`src/rtl/apb_pkg.sv`:
```
// Shared APB definitions: slave FSM state encoding and bridge-side bus widths.
package apb_pkg;

    localparam int APB_DATA_W = 8;
    localparam int APB_ADDR_W = 9;

    typedef enum logic [2:0] {
        ST_IDLE  = 3'b001,
        ST_WAIT  = 3'b010,
        ST_READY = 3'b100
    } apb_state_t;

endpackage

```
`src/rtl/apb_slave_regfile.sv`:
```
// DEPTH x DATA_WIDTH register array: cleared by reset, synchronous write, combinational read.
module apb_slave_regfile
    import apb_pkg::*;
#(
    parameter int DEPTH      = 64,
    parameter int DATA_WIDTH = APB_DATA_W,
    parameter int IDX_W      = $clog2(DEPTH)
) (
    input  logic                  PCLK,
    input  logic                  PRESETn,
    input  logic                  we,
    input  logic [IDX_W-1:0]      waddr,
    input  logic [DATA_WIDTH-1:0] wdata,
    input  logic [IDX_W-1:0]      raddr,
    output logic [DATA_WIDTH-1:0] rdata
);

    logic [DATA_WIDTH-1:0] mem [DEPTH];

    always_ff @(posedge PCLK or negedge PRESETn) begin
        if (!PRESETn) begin
            for (int i = 0; i < DEPTH; i++) mem[i] <= '0;
        end else if (we) begin
            mem[waddr] <= wdata;
        end
    end

    assign rdata = mem[raddr];

endmodule

```
`src/rtl/apb_slave_mem.sv`:
```
// APB slave backed by a small register memory, with a fixed number of wait states
// and error response on out-of-range addresses or unstable access signals.
module apb_slave_mem
    import apb_pkg::*;
#(
    parameter int ADDR_WIDTH  = APB_ADDR_W - 1,
    parameter int DATA_WIDTH  = APB_DATA_W,
    parameter int DEPTH       = 64,
    parameter int WAIT_STATES = 2
) (
    input  logic                  PCLK,
    input  logic                  PRESETn,
    input  logic                  PSEL,
    input  logic                  PENABLE,
    input  logic                  PWRITE,
    input  logic [ADDR_WIDTH-1:0] PADDR,
    input  logic [DATA_WIDTH-1:0] PWDATA,
    output logic [DATA_WIDTH-1:0] PRDATA,
    output logic                  PREADY,
    output logic                  PSLVERR
);

    localparam int IDX_W = $clog2(DEPTH);
    localparam logic [ADDR_WIDTH:0] DEPTH_LIM = (ADDR_WIDTH + 1)'(DEPTH);
    localparam logic [3:0] CNT_INIT = (WAIT_STATES == 0) ? 4'd0 : 4'(WAIT_STATES - 1);

    apb_state_t state, state_nxt;

    logic [ADDR_WIDTH-1:0] addr_q;
    logic                  write_q;
    logic [DATA_WIDTH-1:0] wdata_q;
    logic [3:0]            cnt;
    logic                  err_q;

    logic                  setup;
    logic                  mismatch;
    logic                  addr_ok_q;
    logic                  addr_ok_p;
    logic                  entry_err;
    logic                  mem_we;
    logic [IDX_W-1:0]      rd_idx;
    logic [DATA_WIDTH-1:0] rd_data;

    assign setup     = PSEL & ~PENABLE;
    assign addr_ok_q = {1'b0, addr_q} < DEPTH_LIM;
    assign addr_ok_p = {1'b0, PADDR} < DEPTH_LIM;
    assign mismatch  = (PADDR != addr_q) | (PWRITE != write_q) | (write_q & (PWDATA != wdata_q));

    // Entering READY from IDLE means the live bus is the transfer; from WAIT it is the latched copy.
    assign rd_idx    = (state == ST_IDLE) ? PADDR[IDX_W-1:0] : addr_q[IDX_W-1:0];
    assign entry_err = (state == ST_IDLE) ? ~addr_ok_p : (err_q | mismatch | ~addr_ok_q);
    assign mem_we    = PREADY & write_q & ~PSLVERR;

    always_ff @(posedge PCLK or negedge PRESETn) begin
        if (!PRESETn) state <= ST_IDLE;
        else          state <= state_nxt;
    end

    always_comb begin
        state_nxt = state;
        case (state)
            ST_IDLE:  if (setup) state_nxt = (WAIT_STATES == 0) ? ST_READY : ST_WAIT;
            ST_WAIT:  begin
                if (!PSEL)          state_nxt = ST_IDLE;
                else if (cnt == '0) state_nxt = ST_READY;
            end
            ST_READY: state_nxt = ST_IDLE;
            default:  state_nxt = ST_IDLE;
        endcase
    end

    always_comb begin
        PREADY  = (state == ST_READY);
        PSLVERR = (state == ST_READY) & (err_q | mismatch | ~addr_ok_q);
    end

    always_ff @(posedge PCLK or negedge PRESETn) begin
        if (!PRESETn) begin
            addr_q  <= '0;
            write_q <= 1'b0;
            wdata_q <= '0;
            cnt     <= '0;
            err_q   <= 1'b0;
            PRDATA  <= '0;
        end else begin
            case (state)
                ST_IDLE: begin
                    err_q <= 1'b0;
                    if (setup) begin
                        addr_q  <= PADDR;
                        write_q <= PWRITE;
                        wdata_q <= PWDATA;
                        cnt     <= CNT_INIT;
                    end
                end
                ST_WAIT: begin
                    err_q <= err_q | mismatch;
                    if (cnt != '0) cnt <= cnt - 4'd1;
                end
                default: ;
            endcase
            if (state_nxt == ST_READY) PRDATA <= entry_err ? '0 : rd_data;
        end
    end

    apb_slave_regfile #(
        .DEPTH      (DEPTH),
        .DATA_WIDTH (DATA_WIDTH),
        .IDX_W      (IDX_W)
    ) u_regfile (
        .PCLK    (PCLK),
        .PRESETn (PRESETn),
        .we      (mem_we),
        .waddr   (addr_q[IDX_W-1:0]),
        .wdata   (wdata_q),
        .raddr   (rd_idx),
        .rdata   (rd_data)
    );

endmodule

```
`config.mk`:
```
export PLATFORM = sky130hd
export DESIGN_NAME = apb_slave_mem
export DESIGN_NICKNAME = d
export VERILOG_FILES = /design/src/rtl/apb_pkg.sv /design/src/rtl/apb_slave_regfile.sv /design/src/rtl/apb_slave_mem.sv
export SDC_FILE = /design/constraint.sdc
export NUM_CORES = 1
export LEC_CHECK = 0
export ABC_AREA = 1
export CORE_ASPECT_RATIO = 0.6
export CORE_MARGIN = 2
export CORE_UTILIZATION = 38
export DETAILED_ROUTE_END_ITERATION = 7
export DONT_BUFFER_PORTS = 1
export PLACE_DENSITY = 0.57
export REMOVE_ABC_BUFFERS = 1
export SYNTH_ARGS = -nofsm -noshare
export SYNTH_HDL_FRONTEND = slang
export SYNTH_SLANG_ARGS = --single-unit
```
`constraint.sdc`:
```
create_clock -name PCLK -period 3 [get_ports PCLK]
set_clock_uncertainty 0.2 [all_clocks]
set_input_delay 0.6 -clock PCLK [delete_from_list [all_inputs] [get_ports PCLK]]
set_output_delay 0.6 -clock PCLK [all_outputs]
set_load 0.03 [all_outputs]
```
==> flow_summary_export.csv <==
group,metric,value,unit
status,status,"finished, violations left",
status,failed_checks,"negative hold slack, max-slew violations",
job,maxCapViolations,0,
global_route,grt_overflow,0,
yosys,yosys.area.top_type,"dfrtp_1",
floorplan,start_util,38.6,%
yosys,yosys_warnings,0,
global_route,grt_pass1_wl,130000,um
yosys,syn_inst,3213,
clock_tree,cts.sinks,545,
critical_path,slowest_stage,"dlygate4sd3_1",
critical_path,critical_path_arrival,2100,ps
critical_path,cp.required,2200,ps
placement,numPlacedInstances,3973,
floorplan,die-area,71700,um^2
layout,diodes,0,
yosys,synth-seq-cells,545,
critical_path,path_cells,"dlygate4sd3_1 > inv_1 > nor2_1 > nor3_1 > nand3_1 > nor2_2 > nand3_2 > nand2_4 > inv_2 > buf_6",
placement,place.gp.congestion,0.866,
clock_tree,clk_latency,600,ps
floorplan,core,68400,um^2
yosys,syn_area,26400,um^2
routing,wire_per_inst,20.4,um
floorplan,rows,74,
yosys,synth_area_per_cell,8.23,um^2
sta,period_share,96.6,%
sta,hold-worst-slack,-500,ps
clock_tree,clockBufferDepth,3,
routing,drt-total-wl,83200,um
layout,seq_area,13600,um^2
global_route,grtUsageTotal,23.4,%
clock_tree,cts_tree,"done",
global_route,antenna_found_initial,0,
clock_tree,clk_pin_slew,60,ps
global_route,grt_pass1_vias,20435,
critical_path,startpoint_type,"primary input",
layout,stdcell_count,4079,
placement,dp_hpwl,51200,um
critical_path,path_class,"in -> out",
sta,setup_viol,0,
yosys,synth-main-ff-cell,"dfrtp_1",
power,p_total,17400,uW
power,combPwrFrac,16.6,%
global_route,grt_max_degree,546,
routing,via_per_inst,5.38,
clock_tree,root_buffer,"clkbuf_16",
floorplan,die_x,344,um
routing,dr.pass1.iters,6,
worst_hold_path,min_path_type,"in -> async",
sta,hold_viol,388,
power,p_sw,5250,uW
routing,vias,21928,
sta,rsz0062_at_grt,"no",
sta,worstMarginPinSlew,2440,ps
layout,fin_nets,3153,
yosys,synth-edff-count,0,
clock_tree,cts-htree-levels,2,
power,p_per_area,599,nW/um^2
sta,fmax,345,MHz
power,p_sw_share,30.1,%
yosys,synthTopCellsByArea,"dfrtp_1 52%, nand2_1 16%, nand3_1 10%",
sta,fin_ws,103,ps
layout,drive_above_1_share,8.27,%
sta,report.final.slew_viol_count,289,
critical_path,max_stage_delay,550,ps
yosys,ys_types,32,
placement,io_buffers,0,
yosys,synth_async_sr_flop_share,100,%
routing,drc_errors,0,
critical_path,worst_setup_path_end_kind,"output pin",
clock_tree,cts_buffers,52,
layout,num-fill-cells,6847,
floorplan,ioPinCount,31,
yosys,netlist_top_cells_count,"1094 x nand2_1, 544 x dfrtp_1, 538 x nand3_1",
critical_path,critPathBufInv,4,
layout,multiInputGateArea,11000,um^2
sta,slew_headroom,-62.4,%
power,irDropWorstVdd,0.440,mV
sta,min_period,2900,ps
clock_tree,hold_buffers,14,
yosys,synth_top_area_share,51.5,%
layout,final_area,29200,um^2
placement,placed_area,27200,um^2
power,clkPwrFrac,40.5,%
critical_path,regToRegSetupSlack,210,ps
critical_path,critPathMaxFanout,3,
layout,area_delta_synth_final,10.3,%
power,p_seq_share,42.9,%
power,cell_internal_pwr,12200,uW
power,p_leak,0.0123,uW
placement,dp_slack,185,ps
routing,first_iter_violations,2575,
critical_path,crit_family,"buffers and inverters",
floorplan,fp.dieH,208,um
routing,postRouteAntennaNets,0,
yosys,yosysMostFrequentCell,"nand2_1",
yosys,ys_seq_area_share,51.6,%
worst reg2reg max path: cells and delay by family, from the launching register on:
family        cells  cell delay, ps
buf+inv           3             610
flops             1             380
simple gates     11            1500
worst paths after layout:
check                      depth (start not counted)                  to          startpoint
max in group asynchronous                          0           addr_q[2]             PRESETn
min in group PCLK                                  2             write_q              PWRITE
max reg2reg                                       14           PRDATA[7]            state[2]
min                                                0  u_regfile.mem[398]             PRESETn
max                                               10             PSLVERR            PADDR[3]
min reg2reg                                        2  u_regfile.mem[334]  u_regfile.mem[334]
kinds of logic (layout without fill, tap and decap cells):
| kind of cell | after synthesis | in the layout | share of synthesized area, % |
|---|---|---|---|
| and+or+nand+nor | 1780 | 1780 | 30.7 |
| adders and majority gates | 2 | 2 | 0.0947 |
| xor gates and xnor gates | 3 | 3 | 0.0994 |
| AOI/OAI and AO/OA | 549 | 549 | 10.5 |
| DFF | 545 | 545 | 51.6 |
| buffers and inverters | 334 | 288 | 6.99 |
per-stage QoR:
stage,utilization (%),setup TNS (ps),hold WS (ps)
2_1_floorplan,-,-1710910,104
3_3_place_gp,39.7,0,117
3_5_place_dp,39.7,0,118
4_1_cts,42.6,0,-522
5_1_grt,42.6,0,-531
6_report,42.6,0,-500
placed cells by master (no fill, tap or decap), drive strengths merged:
| cell type | netlist | final |
|---|---|---|
| a21oi | 5 | 5 |
| a31o | 1 | 1 |
| buf | 154 | 91 |
| bufinv | 0 | 6 |
| clkbuf | 88 | 72 |
| clkinv | 4 | 12 |
| clkinvlp | 0 | 1 |
| dfrtp | 544 | 544 |
| dfstp | 1 | 1 |
| dlygate4sd3 | 0 | 12 |
| dlymetal6s4s | 0 | 2 |
| ha | 2 | 2 |
| inv | 88 | 92 |
| nand2 | 1094 | 1094 |
| nand3 | 590 | 590 |
| nand3b | 6 | 6 |
| nand4 | 4 | 4 |
| nor2 | 77 | 77 |
| nor3 | 6 | 6 |
| nor4 | 2 | 2 |
| o21a | 1 | 1 |
| o21ai | 535 | 535 |
| o22ai | 5 | 5 |
| o31ai | 2 | 2 |
| or2 | 1 | 1 |
| xnor2 | 3 | 3 |
layer usage:
metal | vias up | GRT usage [%] | routed length [um]
met5 | - | 0 | 0
met4 | 0 | 3.81 | 1120
met3 | 82 | 5.34 | 7200
met2 | 783 | 30.3 | 31900
met1 | 10609 | 38.8 | 42900
li1 | 10454 | - | -
state kept, by name (all words and copies together) (netlist names):
signal         flops
PRDATA             8
addr_q             8
cnt                4
err_q              1
state              3
u_regfile.mem    512
wdata_q            8
write_q            1
layout make-up:
cell class | count | share of cell area (%)
tap | 912 | 3.91
timing repair buffer | 105 | 4.18
inverter | 92 | 1.19
multi-input combinational | 2334 | 37.8
sequential | 545 | 46.8
clock buffer | 72 | 5.24
clock inverter | 19 | 0.863
power groups by stage:
stage | clock network [uW] | logic, uW | registers [uW]
floorplan | 0 | 1520 | 7590
global placement | 0 | 2810 | 7610
detailed placement | 0 | 2810 | 7610
CTS | 7180 | 2830 | 7470
global route | 7520 | 3050 | 7480
finish | 7070 | 2900 | 7480
what timing repair did:
action / CTS / global route
resized for setup: 1 / 14
setup endpoints to repair: 1 / 6
hold endpoints to repair: 561 / 545
setup buffers: 1 / 0
gates cloned: 0 / 0
pin swaps: 0 / 4
Power figures use the tool's default switching activity.
